--- src/rtl/carfield_pkg.sv ---
// -----------------------------------------------------------------------------
// carfield_pkg
// Shared definitions for the Carfield APB peripheral decoder:
//   - doub_bt          : 64-bit address/size type used for window parameters
//   - NumApbTargets    : number of downstream APB peripherals
//   - apb_tgt_e        : downstream target index (m_psel_o bit position)
//   - Carfield*Base/*Size : peripheral windows from the carfield_configuration
//                        address map
//   - apb_dec_state_e  : decoder FSM states
//   - window_hit()     : half-open window match helper
// -----------------------------------------------------------------------------
package carfield_pkg;

  typedef logic [63:0] doub_bt;

  localparam int unsigned NumApbTargets = 5;

  typedef enum logic [2:0] {
    ApbTgtCan      = 3'd0,
    ApbTgtSysTimer = 3'd1,
    ApbTgtAdvTimer = 3'd2,
    ApbTgtWatchdog = 3'd3,
    ApbTgtHyperBus = 3'd4
  } apb_tgt_e;

  // Peripheral windows of the carfield_configuration address map.
  localparam doub_bt CarfieldCanBase                 = 64'h0000_0000_2000_1000;
  localparam doub_bt CarfieldCanSize                 = 64'h0000_0000_0000_1000;
  localparam doub_bt CarfieldSystemTimerBase         = 64'h0000_0000_2000_4000;
  localparam doub_bt CarfieldSystemTimerSize         = 64'h0000_0000_0000_1000;
  localparam doub_bt CarfieldSystemAdvancedTimerBase = 64'h0000_0000_2000_5000;
  localparam doub_bt CarfieldSystemAdvancedTimerSize = 64'h0000_0000_0000_1000;
  localparam doub_bt CarfieldSystemWatchdogBase      = 64'h0000_0000_2000_7000;
  localparam doub_bt CarfieldSystemWatchdogSize      = 64'h0000_0000_0000_1000;
  localparam doub_bt CarfieldHyperBusBase            = 64'h0000_0000_2000_9000;
  localparam doub_bt CarfieldHyperBusSize            = 64'h0000_0000_0000_1000;

  typedef enum logic [1:0] {
    ApbIdle   = 2'd0,
    ApbSetup  = 2'd1,
    ApbAccess = 2'd2,
    ApbResp   = 2'd3
  } apb_dec_state_e;

  // Half-open match base <= addr < base+size. The compare is done in the full
  // 64-bit window type, so a window ending at 0xFFFFFFFF cannot wrap to zero.
  function automatic logic window_hit(input logic [31:0] addr,
                                      input doub_bt      base,
                                      input doub_bt      size);
    doub_bt a;
    doub_bt hi;
    a  = {32'h0000_0000, addr};
    hi = base + size;
    return (a >= base) && (a < hi);
  endfunction

endpackage

--- src/rtl/carfield_apb_addr_decode.sv ---
// -----------------------------------------------------------------------------
// carfield_apb_addr_decode
// Combinational window match of an APB address against the peripheral map.
// Ports:
//   i_addr   [31:0]              address to decode
//   o_hit    [NumApbTargets-1:0] one-hot hit vector (all zero on a miss)
//   o_offset [31:0]              address minus base of the hit window
// Disabled windows (WinEnable bit 0) never hit. If windows overlap, the
// lowest index wins so o_hit stays one-hot.
// -----------------------------------------------------------------------------
module carfield_apb_addr_decode
  import carfield_pkg::*;
#(
  parameter doub_bt                   WinBase [NumApbTargets] = '{default: 64'h0},
  parameter doub_bt                   WinSize [NumApbTargets] = '{default: 64'h0},
  parameter logic [NumApbTargets-1:0] WinEnable               = '1
) (
  input  logic [31:0]              i_addr,
  output logic [NumApbTargets-1:0] o_hit,
  output logic [31:0]              o_offset
);

  logic w_found;

  // Priority window match: first enabled window that contains the address.
  always_comb begin
    o_hit    = '0;
    o_offset = 32'h0000_0000;
    w_found  = 1'b0;
    for (int i = 0; i < NumApbTargets; i++) begin
      if (!w_found && WinEnable[i] && window_hit(i_addr, WinBase[i], WinSize[i])) begin
        o_hit[i] = 1'b1;
        o_offset = i_addr - WinBase[i][31:0];
        w_found  = 1'b1;
      end else begin
        w_found  = w_found;
      end
    end
  end

endmodule

--- src/rtl/carfield_apb_periph_decoder.sv ---
// -----------------------------------------------------------------------------
// carfield_apb_periph_decoder
// APB completer that forwards each upstream transfer to one of five downstream
// APB peripherals (CAN, system timer, advanced timer, watchdog, HyperBus).
// Ports:
//   clk_i, rst_ni                     clock, async active-low reset
//   s_paddr_i/s_pwdata_i/s_psel_i/s_penable_i/s_pwrite_i/s_pstrb_i/s_pprot_i
//                                     upstream APB request
//   s_prdata_o/s_pready_o/s_pslverr_o upstream APB response
//   m_psel_o [4:0]                    one-hot downstream select
//   m_penable_o/m_pwrite_o/m_paddr_o/m_pwdata_o/m_pstrb_o/m_pprot_o
//                                     shared downstream request (paddr is the
//                                     offset inside the selected window)
//   m_prdata_i/m_pready_i/m_pslverr_i per-target downstream responses
// Flow: IDLE latches the request and decodes; a hit goes SETUP -> ACCESS ->
// RESP, a miss goes straight to RESP with an error. ACCESS aborts with an
// error after TimeoutCycles cycles without pready.
// -----------------------------------------------------------------------------
module carfield_apb_periph_decoder
  import carfield_pkg::*;
#(
  parameter bit          CanEnable                 = 1'b1,
  parameter doub_bt      CanBase                   = CarfieldCanBase,
  parameter doub_bt      CanSize                   = CarfieldCanSize,
  parameter doub_bt      SystemTimerBase           = CarfieldSystemTimerBase,
  parameter doub_bt      SystemTimerSize           = CarfieldSystemTimerSize,
  parameter doub_bt      SystemAdvancedTimerBase   = CarfieldSystemAdvancedTimerBase,
  parameter doub_bt      SystemAdvancedTimerSize   = CarfieldSystemAdvancedTimerSize,
  parameter doub_bt      SystemWatchdogBase        = CarfieldSystemWatchdogBase,
  parameter doub_bt      SystemWatchdogSize        = CarfieldSystemWatchdogSize,
  parameter doub_bt      HyperBusBase              = CarfieldHyperBusBase,
  parameter doub_bt      HyperBusSize              = CarfieldHyperBusSize,
  parameter int unsigned TimeoutCycles             = 256
) (
  input  logic                              clk_i,
  input  logic                              rst_ni,
  input  logic [31:0]                       s_paddr_i,
  input  logic [31:0]                       s_pwdata_i,
  input  logic                              s_psel_i,
  input  logic                              s_penable_i,
  input  logic                              s_pwrite_i,
  input  logic [3:0]                        s_pstrb_i,
  input  logic [2:0]                        s_pprot_i,
  output logic [31:0]                       s_prdata_o,
  output logic                              s_pready_o,
  output logic                              s_pslverr_o,
  output logic [NumApbTargets-1:0]          m_psel_o,
  output logic                              m_penable_o,
  output logic                              m_pwrite_o,
  output logic [31:0]                       m_paddr_o,
  output logic [31:0]                       m_pwdata_o,
  output logic [3:0]                        m_pstrb_o,
  output logic [2:0]                        m_pprot_o,
  input  logic [NumApbTargets-1:0][31:0]    m_prdata_i,
  input  logic [NumApbTargets-1:0]          m_pready_i,
  input  logic [NumApbTargets-1:0]          m_pslverr_i
);

  localparam int unsigned CntW = (TimeoutCycles > 1) ? $clog2(TimeoutCycles) : 1;
  localparam logic [CntW-1:0] CntLast = CntW'(TimeoutCycles - 1);

  localparam doub_bt WinBase [NumApbTargets] = '{CanBase, SystemTimerBase,
      SystemAdvancedTimerBase, SystemWatchdogBase, HyperBusBase};
  localparam doub_bt WinSize [NumApbTargets] = '{CanSize, SystemTimerSize,
      SystemAdvancedTimerSize, SystemWatchdogSize, HyperBusSize};
  // Disabling CAN removes its window so accesses there decode as a miss.
  localparam logic [NumApbTargets-1:0] WinEnable = {{(NumApbTargets-1){1'b1}}, CanEnable};

  apb_dec_state_e r_state;
  apb_dec_state_e w_state_next;

  logic [NumApbTargets-1:0] r_sel;
  logic [31:0]              r_offset;
  logic [31:0]              r_wdata;
  logic                     r_write;
  logic [3:0]               r_strb;
  logic [2:0]               r_prot;
  logic [31:0]              r_rdata;
  logic                     r_err;
  logic [CntW-1:0]          r_cnt;

  logic [NumApbTargets-1:0] w_hit;
  logic [31:0]              w_offset;
  logic                     w_setup;
  logic                     w_ready;
  logic                     w_slverr;
  logic                     w_timeout;
  logic [31:0]              w_prdata;

  carfield_apb_addr_decode #(
    .WinBase   (WinBase),
    .WinSize   (WinSize),
    .WinEnable (WinEnable)
  ) u_addr_decode (
    .i_addr   (s_paddr_i),
    .o_hit    (w_hit),
    .o_offset (w_offset)
  );

  // Only a true APB setup phase starts a transfer; a held access phase does not.
  assign w_setup   = s_psel_i & ~s_penable_i;
  // Responses of non-selected targets are masked out by the latched select.
  assign w_ready   = |(m_pready_i & r_sel);
  assign w_slverr  = |(m_pslverr_i & r_sel);
  assign w_timeout = (r_cnt == CntLast);

  // AND-OR read data mux over the one-hot select.
  always_comb begin
    w_prdata = 32'h0000_0000;
    for (int i = 0; i < NumApbTargets; i++) begin
      w_prdata = w_prdata | (m_prdata_i[i] & {32{r_sel[i]}});
    end
  end

  // FSM state register.
  always_ff @(posedge clk_i or negedge rst_ni) begin
    if (!rst_ni) begin
      r_state <= ApbIdle;
    end else begin
      r_state <= w_state_next;
    end
  end

  // FSM next-state logic.
  always_comb begin
    w_state_next = r_state;
    case (r_state)
      ApbIdle: begin
        if (w_setup) begin
          if (|w_hit) begin
            w_state_next = ApbSetup;
          end else begin
            w_state_next = ApbResp;
          end
        end else begin
          w_state_next = ApbIdle;
        end
      end
      ApbSetup: begin
        w_state_next = ApbAccess;
      end
      ApbAccess: begin
        if (w_ready || w_timeout) begin
          w_state_next = ApbResp;
        end else begin
          w_state_next = ApbAccess;
        end
      end
      ApbResp: begin
        w_state_next = ApbIdle;
      end
      default: begin
        w_state_next = ApbIdle;
      end
    endcase
  end

  // Request latch, response latch and access-cycle counter.
  always_ff @(posedge clk_i or negedge rst_ni) begin
    if (!rst_ni) begin
      r_sel    <= '0;
      r_offset <= 32'h0000_0000;
      r_wdata  <= 32'h0000_0000;
      r_write  <= 1'b0;
      r_strb   <= 4'h0;
      r_prot   <= 3'h0;
      r_rdata  <= 32'h0000_0000;
      r_err    <= 1'b0;
      r_cnt    <= '0;
    end else begin
      case (r_state)
        ApbIdle: begin
          if (w_setup) begin
            r_sel    <= w_hit;
            r_offset <= w_offset;
            r_wdata  <= s_pwdata_i;
            r_write  <= s_pwrite_i;
            r_strb   <= s_pstrb_i;
            r_prot   <= s_pprot_i;
            r_rdata  <= 32'h0000_0000;
            r_err    <= ~(|w_hit);
            r_cnt    <= '0;
          end else begin
            r_cnt    <= '0;
          end
        end
        ApbAccess: begin
          if (w_ready) begin
            // Writes return zero read data regardless of what the target drives.
            r_rdata <= r_write ? 32'h0000_0000 : w_prdata;
            r_err   <= w_slverr;
            r_cnt   <= '0;
          end else if (w_timeout) begin
            r_rdata <= 32'h0000_0000;
            r_err   <= 1'b1;
            r_cnt   <= '0;
          end else begin
            r_cnt   <= r_cnt + {{(CntW-1){1'b0}}, 1'b1};
          end
        end
        default: begin
          r_cnt <= r_cnt;
        end
      endcase
    end
  end

  // FSM outputs, decoded from the state and the latched request/response.
  always_comb begin
    s_pready_o  = (r_state == ApbResp);
    s_prdata_o  = (r_state == ApbResp) ? r_rdata : 32'h0000_0000;
    s_pslverr_o = (r_state == ApbResp) ? r_err : 1'b0;
    m_psel_o    = ((r_state == ApbSetup) || (r_state == ApbAccess)) ? r_sel : '0;
    m_penable_o = (r_state == ApbAccess);
    m_pwrite_o  = r_write;
    m_paddr_o   = r_offset;
    m_pwdata_o  = r_wdata;
    m_pstrb_o   = r_strb;
    m_pprot_o   = r_prot;
  end

endmodule

--- config.mk ---
export PLATFORM = sky130hd
export DESIGN_NAME = carfield_apb_periph_decoder
export DESIGN_NICKNAME = d
export VERILOG_FILES = /design/src/rtl/carfield_pkg.sv /design/src/rtl/carfield_apb_addr_decode.sv /design/src/rtl/carfield_apb_periph_decoder.sv
export SDC_FILE = /design/constraint.sdc
export NUM_CORES = 1
export LEC_CHECK = 0
export CELL_PAD_IN_SITES_DETAIL_PLACEMENT = 0
export CELL_PAD_IN_SITES_GLOBAL_PLACEMENT = 1
export CORE_ASPECT_RATIO = 1.4
export CORE_MARGIN = 3
export CORE_UTILIZATION = 30
export DETAILED_ROUTE_END_ITERATION = 8
export PLACE_DENSITY = 0.88
export SYNTH_ARGS = -nofsm -noshare
export SYNTH_HDL_FRONTEND = slang
export SYNTH_SLANG_ARGS = --single-unit
--- constraint.sdc ---
create_clock -name clk_i -period 5.9 [get_ports clk_i]
set_input_delay 1.18 -clock clk_i [delete_from_list [all_inputs] [get_ports clk_i]]
set_output_delay 1.18 -clock clk_i [all_outputs]
set_load 0.05 [all_outputs]
==> results.md <==
- Num Clock Sinks: 120
- First-pass GRT wire length: 40.2 mm
- Power share of the combinational group: 0.108
- Cts bufs inserted: 17
- Xor/xnor share of the synthesized area: 0.00536
- Syn_area_per_cell: 9.10 um2
- NetSw: 0.460 mW
- Post-synthesis sequential area ratio: 0.460
- Pre-CTS WS: 1.43 ns
- Post_cts resized: 0
- # setup viols final: 0
- Vias in the first global route: 7,209
- Dpl hpwl: 19.8 mm
- Synth Instances: 718
- Adder-Cell Fraction of Synth Area: 0.0230
- DR vias: 6,915
- CTS root buffer: clkbuf_16
- Site Rows: 63
- Arr. time, crit path: 4.37 ns
- Multi-input gate area: 3310 um2
- DR pass1 iterations: 5
- Nets@finish: 1,313
- RSZ-0062 raised after global routing: false
- Power share of the clock group: 0.492
- Yosys warns: 0
- Compound-cell area share of the yosys netlist: 0.231
- Antenna violations before repair: 0
- Final hold vios: 0
- CTS tree: done
- Largest net degree at the start of global routing: 121
- Reg clk slew, reported paths: 0.06 ns
- Crit Path Class: primary input to register
- Required @ worst endpoint: 6.20 ns
- Reg power frac: 0.401
- Clock Skews: 0.0104 ns
- Post-synth EDFFs: 0
- Setup TNS: 0 ns
- Worst setup path end: r_err
- Reg2Reg Capture Point: r_rdata[25]
- Fin crit share: 0.691
- Number of max-cap violations: 0
- Worst IR Drop VDD: 0.157 mV
- FF+latch count, synth: 120
- WL/cell: 20.2 um
- Power Density: 188 nW/um2
- Post-layout min period: 4.07 ns
- Post-Syn Area: 6540 um2
- Largest family of logic cells by synthesized area: simple AND/OR/NAND/NOR gates
- Chip height: 181 um
- Switching power share of the total: 0.224
- Ys flop type: dfrtp_1
- Clock tree buffer depth: 2
- Worst-Skew Late Latency: 0.42 ns
- Reg-to-reg slack, setup: 2.63 ns
- Post-synthesis simple-gate area fraction: 0.243
- I/O pin count: 358
- Die ar.: 23,600 um2
- Synth cell count leaders: nand2_1, dfrtp_1, clkbuf_1
- Maximum clock rate: 245 MHz
- Worst setup EP type: register
- Crit-path max FO: 14
- GRT Total Usage: 0.221
- Cts hold-fix bufs: 0
- Worst hold stages: 2
- Routed wire length: 26.8 mm
- Share of cells above drive strength 1: 0.0581
- Register-to-Register Path Depth: 7
- # diodes: 0
- Synth top area share: 0.460
- FF+latch area: 3000 um2
- I/O Buffers: 357
- Chip width: 131 um
- Synth Net Count: 976
- Critical Path Max Stage Delay: 0.62 ns
- Mux contribution to synthesized area: 0.00325
- H-tree Lvls: 4
- Startpoint types: primary input
- Status: completed
- Cell-internal power: 1.60 mW
- Post-CTS Setup Bufs: 0
- Area contributors post-synth: dfrtp_1, nand2_1, a222oi_1, a211oi_1, a22oi_1
- Post-synthesis async set-or-reset flop share: 1.00
- Detail Route Antenna Nets: 0
- Setup ws final: 1.83 ns
- Most numerous cell in the Yosys netlist: nand2_1
- Total grt overflow: 0
- Area delta synth->final: 66.9%
- Fillers: 2,035
- Launch point of the worst path: s_paddr_i[15]
- Cell Chain, Critical Path: clkdlybuf4s50_1, inv_1, ha_1, or3b_2, o41ai_2, nand3_1, and2_4, nand4_1, o21ai_0, mux2_2
- # DRC: 0
- Slowest-stage cell, CP: clkdlybuf4s50_1
- Fin. max-slew vios: 0
- RePlAce Congestion: 0.872
- Min-Delay Path Class: register to register
- Max-slew headroom: 0.330
- Cell variety after synth: 58
- Initial Util: 0.307
- Iter 0 DRT Violations: 442
- Leak: 4.89 nW
- Worst r2r src: r_sel[0]
- Core area: 21,300 um2
- Post-synth top area cell: dfrtp_1
- Slew @ Worst Pin: 1.00 ns
- Via-to-Cell Ratio: 5.21
## layer usage
metal,routed length [um],up-vias,global-route usage
met5,0,-,0
met4,710,0,0.0741
met3,2790,46,0.0780
met2,13300,334,0.385
met1,9980,3244,0.246
li1,-,3291,-
## power groups by stage
| stage | sequential [mW] | combinational (mW) | clock [mW] |
|---|---|---|---|
| 2_1_floorplan | 0.838 | 0.0215 | 0 |
| 3_3_place_gp | 0.838 | 0.220 | 0 |
| 3_5_place_dp | 0.838 | 0.222 | 0 |
| 4_1_cts | 0.823 | 0.223 | 1.05 |
| 5_1_grt | 0.823 | 0.237 | 1.08 |
| 6_report | 0.823 | 0.221 | 1.01 |
## area by class of cell
class | count | share of cell area
Tap cell | 260 | 0.0298
Clock buffer | 20 | 0.0400
Timing Repair Buffer | 368 | 0.336
Multi-Input combinational cell | 538 | 0.303
Inverter | 10 | 0.00344
Clock inverter | 12 | 0.0118
Sequential cell | 120 | 0.275
## worst max-delay path, delay by kind of cell
kind | cells | cell delay (ns)
multiplexers | 1 | 0.28
AO/OA/AOI/OAI | 2 | 0.47
AND/OR/NAND/NOR | 4 | 1.26
adder cells (fa/ha/maj) | 1 | 0.28
buffers and inverters | 2 | 0.89
## worst min path at each step
stage	startpoint	end	slack [ns]
floorplan	r_rdata[0]	r_rdata[0]	0.44
global placement	r_rdata[16]	r_rdata[16]	0.45
detailed placement	m_paddr_o[4]	m_paddr_o[4]	0.46
CTS	m_paddr_o[0]	m_paddr_o[0]	0.47
global route	r_rdata[20]	r_rdata[20]	0.48
finish	m_paddr_o[0]	m_paddr_o[0]	0.46
## cell families (layout without fill, tap and decap cells)
kind of cell | Yosys count | after routing
AND/OR/NAND/NOR | 331 | 331
AO/OA/AOI/OAI | 189 | 189
flip-flops | 120 | 120
buffers and inverters | 60 | 410
adder cells (fa/ha/maj) | 12 | 12
XOR/XNOR | 4 | 4
multiplexers | 2 | 2
## state kept, by name (all words and copies together), names as in the netlist
name,cells
m_paddr_o,32
m_pwdata_o,32
r_rdata,32
r_cnt,8
r_sel,5
m_pstrb_o,4
m_pprot_o,3
r_state,2
m_pwrite_o,1
r_err,1
## metrics by stage
step	cells	util	power, mW	hold WS (ns)	instance area [um2]
after floorplan	718	-	0.860	0.442	6540
after global placement	1296	0.486	1.06	0.450	10300
after detailed placement	1296	0.486	1.06	0.455	10300
after CTS	1328	0.512	2.09	0.469	10900
after global routing	1328	0.512	2.14	0.484	10900
final	1328	0.512	2.05	0.462	10900
## cells in the final DEF, fill, tap and decap left out, types with 10 or more instances in the layout
| master | netlist | layout |
|---|---|---|
| a211oi_1 | 35 | 35 |
| buf_4 | 0 | 11 |
| a22oi_1 | 35 | 35 |
| clkdlybuf4s50_1 | 0 | 356 |
| o21ai_0 | 15 | 15 |
| a21o_1 | 33 | 33 |
| a222oi_1 | 34 | 34 |
| clkbuf_16 | 0 | 17 |
| and2_1 | 40 | 40 |
| nand2_1 | 192 | 191 |
| dfrtp_1 | 120 | 120 |
| ha_1 | 12 | 12 |
| nand3_1 | 25 | 25 |
| nor2_1 | 24 | 24 |
| inv_1 | 10 | 10 |
Power figures use the tool's default switching activity.
